===== config.mk =====
export PLATFORM = sky130hd
export DESIGN_NAME = seg_scan_mux
export DESIGN_NICKNAME = d
export VERILOG_FILES = /design/src/rtl/seg_scan_mux.sv
export SDC_FILE = /design/constraint.sdc
export NUM_CORES = 1
export LEC_CHECK = 0
export BUFFER_PORTS_ARGS = -buffer_cell sky130_fd_sc_hd__buf_4
export CORE_MARGIN = 1.5
export CORE_UTILIZATION = 60
export DETAILED_ROUTE_END_ITERATION = 8
export MAX_ROUTING_LAYER = met4
export PLACE_DENSITY = 0.83
export SETUP_SLACK_MARGIN = 0.1
export SLEW_MARGIN = 20
export SYNTH_ARGS = -nofsm -noshare
export SYNTH_HDL_FRONTEND = slang
export SYNTH_SLANG_ARGS = --single-unit

===== constraint.sdc =====
create_clock -name clk -period 4.7 [get_ports clk]
set_input_delay 0.235 -clock clk [delete_from_list [all_inputs] [get_ports clk]]
set_output_delay 0.235 -clock clk [all_outputs]
set_load 0.05 [all_outputs]

===== src/rtl/seg_scan_mux.sv =====
// seg_scan_mux: time-multiplexed 7-segment display driver.
// Scans digits MSD first, one slot of CLK_DIV cycles each, with leading-zero
// blanking, per-digit blink, per-digit decimal point and 4-level brightness.
// Display inputs are captured once per frame so a frame is never torn.
module seg_scan_mux #(
  parameter int NUM_DIGITS = 4,
  parameter int CLK_DIV    = 100000,
  parameter int BLINK_DIV  = 250
) (
  input  logic                    clk,
  input  logic                    rst,
  input  logic                    en,
  input  logic [4*NUM_DIGITS-1:0] digits,
  input  logic                    blank_lz,
  input  logic [NUM_DIGITS-1:0]   blink_mask,
  input  logic [NUM_DIGITS-1:0]   dp_mask,
  input  logic [1:0]              bright,
  output logic [6:0]              seg,
  output logic                    dp,
  output logic [NUM_DIGITS-1:0]   an,
  output logic                    frame_done
);

  localparam int SLOT_W  = (CLK_DIV > 1) ? $clog2(CLK_DIV) : 1;
  localparam int IDX_W   = $clog2(NUM_DIGITS);
  localparam int FRAME_W = (BLINK_DIV > 1) ? $clog2(BLINK_DIV) : 1;
  localparam int QUARTER = CLK_DIV / 4;

  typedef struct packed {
    logic [4*NUM_DIGITS-1:0] digits;
    logic [NUM_DIGITS-1:0]   blink_mask;
    logic [NUM_DIGITS-1:0]   dp_mask;
    logic                    blank_lz;
    logic [1:0]              bright;
  } shadow_t;

  logic [SLOT_W-1:0]     slot_q, slot_d;
  logic [IDX_W-1:0]      idx_q, idx_d;
  logic [FRAME_W-1:0]    frame_q, frame_d;
  logic                  phase_q, phase_d;
  logic                  load_q;
  shadow_t               shadow_q, shadow_d;
  logic [6:0]            seg_q, seg_d;
  logic                  dp_q, dp_d;
  logic [NUM_DIGITS-1:0] an_q, an_d;
  logic                  frame_done_q, frame_done_d;

  shadow_t               shadow_in;
  shadow_t               cur;
  logic                  slot_last;
  logic                  frame_wrap;
  logic [NUM_DIGITS-1:0] lz_blank;
  logic                  zero_run;
  logic [3:0]            cur_digit;
  logic [31:0]           lit_limit;
  logic                  lit;

  function automatic logic [6:0] bcd_to_seg(input logic [3:0] v);
    // Active-low {g,f,e,d,c,b,a}; non-BCD codes render dark.
    case (v)
      4'd0:    return 7'b1000000;
      4'd1:    return 7'b1111001;
      4'd2:    return 7'b0100100;
      4'd3:    return 7'b0110000;
      4'd4:    return 7'b0011001;
      4'd5:    return 7'b0010010;
      4'd6:    return 7'b0000010;
      4'd7:    return 7'b1111000;
      4'd8:    return 7'b0000000;
      4'd9:    return 7'b0010000;
      default: return 7'b1111111;
    endcase
  endfunction

  assign shadow_in  = '{digits: digits, blink_mask: blink_mask, dp_mask: dp_mask,
                        blank_lz: blank_lz, bright: bright};
  assign slot_last  = (slot_q == SLOT_W'(CLK_DIV - 1));
  assign frame_wrap = en && slot_last && (idx_q == '0);

  // Next-state for scan counters, blink timing and the per-frame input snapshot.
  always_comb begin
    // NOTE: every variable gets a default first so no path leaves it unassigned (no latch).
    slot_d   = slot_q;
    idx_d    = idx_q;
    frame_d  = frame_q;
    phase_d  = phase_q;
    shadow_d = shadow_q;
    if (load_q || frame_wrap) shadow_d = shadow_in;
    if (en) begin
      slot_d = slot_last ? '0 : slot_q + SLOT_W'(1);
      if (slot_last) idx_d = (idx_q == '0) ? IDX_W'(NUM_DIGITS - 1) : idx_q - IDX_W'(1);
      if (frame_wrap) begin
        if (frame_q == FRAME_W'(BLINK_DIV - 1)) begin
          frame_d = '0;
          phase_d = ~phase_q;
        end else begin
          frame_d = frame_q + FRAME_W'(1);
        end
      end
    end
  end

  // Output decode for the current slot; registered below so outputs lag state by one cycle.
  always_comb begin
    // Right after reset the snapshot is being taken this very cycle, so show the live
    // inputs; otherwise the first slot of the first frame would display zeros.
    cur      = load_q ? shadow_in : shadow_q;
    lz_blank = '0;
    zero_run = cur.blank_lz;
    for (int k = NUM_DIGITS - 1; k >= 1; k--) begin
      zero_run    = zero_run && (cur.digits[4*k +: 4] == 4'd0);
      lz_blank[k] = zero_run;
    end
    cur_digit = cur.digits[4*idx_q +: 4];
    lit_limit = (32'(cur.bright) + 32'd1) * 32'(QUARTER);
    // Dimmed-off portion of a slot blanks segments and dp too, so nothing ghosts onto
    // the next digit when its anode switches on.
    lit = en && !lz_blank[idx_q] && !(phase_q && cur.blink_mask[idx_q])
          && (32'(slot_q) < lit_limit);
    seg_d        = 7'b1111111;
    dp_d         = 1'b1;
    an_d         = '1;
    frame_done_d = frame_wrap;
    if (lit) begin
      seg_d        = bcd_to_seg(cur_digit);
      dp_d         = ~cur.dp_mask[idx_q];
      an_d[idx_q]  = 1'b0;
    end
  end

  // State and output registers with synchronous active-low reset.
  always_ff @(posedge clk) begin
    // NOTE: sequential state uses non-blocking assignments so all flops update together.
    if (!rst) begin
      slot_q       <= '0;
      idx_q        <= IDX_W'(NUM_DIGITS - 1);
      frame_q      <= '0;
      phase_q      <= 1'b0;
      load_q       <= 1'b1;
      shadow_q     <= '0;
      seg_q        <= 7'b1111111;
      dp_q         <= 1'b1;
      an_q         <= '1;
      frame_done_q <= 1'b0;
    end else begin
      slot_q       <= slot_d;
      idx_q        <= idx_d;
      frame_q      <= frame_d;
      phase_q      <= phase_d;
      load_q       <= 1'b0;
      shadow_q     <= shadow_d;
      seg_q        <= seg_d;
      dp_q         <= dp_d;
      an_q         <= an_d;
      frame_done_q <= frame_done_d;
    end
  end

  assign seg        = seg_q;
  assign dp         = dp_q;
  assign an         = an_q;
  assign frame_done = frame_done_q;

endmodule


==> out/qor_table.md <==
| Item | This run | Unit |
|---|---|---|
| Total power divided by cell area | 291 | mW/mm2 |
| RSZ-0062 raised after global routing | false | - |
| Predominant post-synthesis flop cell | sky130_fd_sc_hd__dfxtp_1 | - |
| Via count | 2,933 | - |
| Cell area after synthesis | 0.00375 | mm2 |
| Fraction of the mapped netlist area in compound gates | 0.0607 | - |
| Skew-Pair Late Insertion Delay | 350 | ps |
| Clock tree from TritonCTS | done | - |
| Worst Setup Path Type | flop to flop | - |
| Global-route wire length before repair | 12,300 | um |
| Setup Fix Bufs, Post-CTS | 0 | - |
| Placed instance area | 0.00408 | mm2 |
| Slew Viols, Final | 0 | - |
| CTS-repair resized insts | 0 | - |
| Part of the cycle the worst path needs | 0.739 | - |
| Initial antenna violation count | 0 | - |
| First drt pass iteration count | 4 | - |
| Number of maximum-capacitance violations | 0 | - |
| Data required time of the critical path | 4880 | ps |
| Area leader, netlist | sky130_fd_sc_hd__dfxtp_1 | - |
| CP startpoint kind | flop | - |
| Crit path time final | 3470 | ps |
| Post-Syn Nets | 443 | - |
| DR vias/cell | 5.84 | - |
| Std cell rows | 28 | - |
| Synthesized-area fraction occupied by xor and xnor cells | 0.0467 | - |
| Transition time at the pin with the least slew margin | 942 | ps |
| Worst voltage drop across the vdd grid | 219 | uV |
| Maximum clock frequency | 288 | MHz |
| Hold wc startpoint | blink_mask[3] | - |
| Tightest slew margin relative to the limit | 0.368 | - |
| Number of global-route vias before repair | 2,714 | - |
| Number of top-level pins | 43 | - |
| Average wire length per cell after detail routing | 15.3 | um |
| Finish-stage setup viols | 0 | - |
| Status | complete, no violations | - |
| Antenna Violating Nets Remaining | 0 | - |
| Register area share after synthesis | 0.368 | - |
| Number of DRC markers after the initial detailed-route iteration | 150 | - |
| Sum of negative setup slack | 0 | ps |
| DR DRC count | 0 | - |
| Leakage Power | 1.86 | nW |
| Share of post-route cells with drive strength above 1 | 0.187 | - |
| Count of endpoints failing hold in the final timing report | 0 | - |
| Hold-fix buffer count after cts | 0 | - |
| Synth Area in Simple Gates | 0.196 | - |
| Count of state elements after synthesis | 69 | - |
| GP Congestion | 0.846 | - |
| Critical Path End Type | flop | - |
| Adder and majority cell fraction of the synthesized area | 0.0968 | - |
| Count of unique library cells instantiated by Yosys | 52 | - |
| Number of sinks handled by clock tree synthesis | 69 | - |
| Synthesis-to-finish area growth | 14.3 | % |
| Maximum fanout encountered on the critical timing path | 12 | - |
| Total congestion overflow | 0 | - |
| Total global routing track utilization | 0.249 | - |
| Number of nets in the layout | 483 | - |
| Starting utilization of the core area | 0.626 | - |
| Launch point of the worst path | load_q | - |
| Top-area cell type share of the netlist area | 0.368 | - |
| Post-CTS clock slew at the launch and capture registers of the worst setup and hold paths | 70 | ps |
| FF-to-FF Start | load_q | - |
| Main combinational cell family by area after synthesis | simple AND/OR/NAND/NOR gates | - |
| Die Outline Area | 0.00673 | mm2 |
| Worst setup skew after layout | 10.0 | ps |
| Clock tree root buffer cell | sky130_fd_sc_hd__clkbuf_8 | - |
| Worst setup slack after placement | 1250 | ps |
| Count of flip-flops with a built-in enable after synthesis | 0 | - |
| Top post-synthesis cells by area | sky130_fd_sc_hd__dfxtp_1 (37%), sky130_fd_sc_hd__ha_1 (9.7%), sky130_fd_sc_hd__mux2i_1 (8.3%) | - |
| Type of the most critical hold path | input port to flop | - |
| Maximum number of pins on one net before global-route repair | 36 | - |
| Die Span Y | 82.0 | um |
| Minimum setup slack in the final design | 1230 | ps |
| Overall routed net length | 7670 | um |
| Clock tree buffer depth | 2 | - |
| Count of synthesis-stage warnings from yosys | 0 | - |
| Floorplan Core Area | 0.00599 | mm2 |
| DP Wirelength | 5420 | um |
| Num CTS Buffers | 9 | - |
| Ys async rst share | 0 | - |
| Number of H-tree levels | 3 | - |
| Avg Synthesized Cell Area | 9.76 | um2 |
| Proportion of synthesized area in mux cells | 0.188 | - |
| Width of the die | 82.0 | um |
| Critical Path AT | 3650 | ps |
| Mapped Cells | 384 | - |
| Post-route cell area | 0.00428 | mm2 |
| Count of buffers from port buffering | 42 | - |
| Antenna diode instance count | 0 | - |
==> routing by layer <==
metal  share of wire  routed length [um]  vias up  global-route usage
met4           0.017                 130        0              0.0898
met3           0.066                 509       13              0.0733
met1            0.44                3360     1385               0.313
li1                -                   -     1447                   -
met5               0                   0        -                   -
met2            0.48                3660       88               0.379
==> sequential cells by signal, indices dropped and copies added, names as in the netlist <==
register,cells
an,4
phase_q,1
slot_q,17
load_q,1
dp,1
frame_done,1
idx_q,2
seg,7
shadow_q,27
frame_q,8
==> where the power goes <==
group / internal, mW / switching (mW) / total, mW
sequential: 0.605 / 0.0108 / 0.616
clock: 0.237 / 0.222 / 0.459
combinational: 0.0785 / 0.0926 / 0.171
==> worst paths after layout <==
kind | end | slack [ps] | cells past startpoint
worst max-delay path | seg[4] | 1230 | 12
worst min-delay path | shadow_q[10] | 120 | 3
worst max register to register | seg[4] | 1230 | 12
worst min register to register | frame_q[6] | 480 | 2
==> critical path: stages (launching register included) <==
cell                       delay [ps]
sky130_fd_sc_hd__dfxtp_1          390
sky130_fd_sc_hd__mux2i_1          480
sky130_fd_sc_hd__inv_1            220
sky130_fd_sc_hd__ha_1             270
sky130_fd_sc_hd__nand3_1           70
sky130_fd_sc_hd__nand2_1           60
sky130_fd_sc_hd__a22oi_1          150
sky130_fd_sc_hd__ha_1             270
sky130_fd_sc_hd__a211oi_1         230
sky130_fd_sc_hd__o21ai_0          120
sky130_fd_sc_hd__a21o_1           190
sky130_fd_sc_hd__a22oi_1          710
sky130_fd_sc_hd__o211ai_1         160
==> through the flow <==
stage	utilization	hold WS (ps)	power, mW	std cells
6_report	0.715	122	1.25	502
2_1_floorplan	-	311	0.746	384
4_1_cts	0.710	120	1.25	501
5_1_grt	0.715	129	1.30	502
3_3_place_gp	0.681	456	0.792	487
3_5_place_dp	0.681	475	0.798	487
==> synth_stat cells (7+ instances only) <==
master	instances
sky130_fd_sc_hd__dfxtp_1	69
sky130_fd_sc_hd__nor2_1	57
sky130_fd_sc_hd__mux2i_1	31
sky130_fd_sc_hd__nand2_1	30
sky130_fd_sc_hd__ha_1	29
sky130_fd_sc_hd__nand3_1	20
sky130_fd_sc_hd__inv_1	13
sky130_fd_sc_hd__xor2_1	12
sky130_fd_sc_hd__a21oi_1	10
sky130_fd_sc_hd__nand4_1	10
sky130_fd_sc_hd__xnor2_1	8
sky130_fd_sc_hd__mux4_2	7
sky130_fd_sc_hd__o21ai_0	7
==> area by class of cell <==
| type | count | area, um2 |
|---|---|---|
| multi-input combinational | 284 | 2220 |
| fill | 442 | 1710 |
| sequential | 69 | 1380 |
| timing repair buffer | 44 | 350 |
| clock buffer | 9 | 124 |
| tap | 75 | 93.8 |
| inverter | 16 | 60.1 |
| clock inverter | 5 | 53.8 |
==> cells in the final DEF, fill, tap and decap left out, types with 5 or more instances in the layout <==
master	count
sky130_fd_sc_hd__a21oi_1	10
sky130_fd_sc_hd__buf_4	43
sky130_fd_sc_hd__clkbuf_8	9
sky130_fd_sc_hd__dfxtp_1	69
sky130_fd_sc_hd__ha_1	29
sky130_fd_sc_hd__inv_1	13
sky130_fd_sc_hd__mux2i_1	31
sky130_fd_sc_hd__mux4_1	5
sky130_fd_sc_hd__mux4_2	7
sky130_fd_sc_hd__nand2_1	30
sky130_fd_sc_hd__nand3_1	20
sky130_fd_sc_hd__nand4_1	10
sky130_fd_sc_hd__nor2_1	57
sky130_fd_sc_hd__o211ai_1	5
sky130_fd_sc_hd__o21ai_0	7
sky130_fd_sc_hd__xnor2_1	8
sky130_fd_sc_hd__xor2_1	12
==> cells by family (layout without fill, tap and decap cells) <==
kind of cell | count (synthesis) | after routing
XOR/XNOR | 20 | 20
adder cells (fa/ha/maj) | 29 | 29
AO/OA/AOI/OAI | 36 | 36
multiplexers | 51 | 51
AND/OR/NAND/NOR | 148 | 148
flip-flops | 69 | 69
buffers and inverters | 31 | 74
Note: power is estimated with default switching activity, not from simulation.
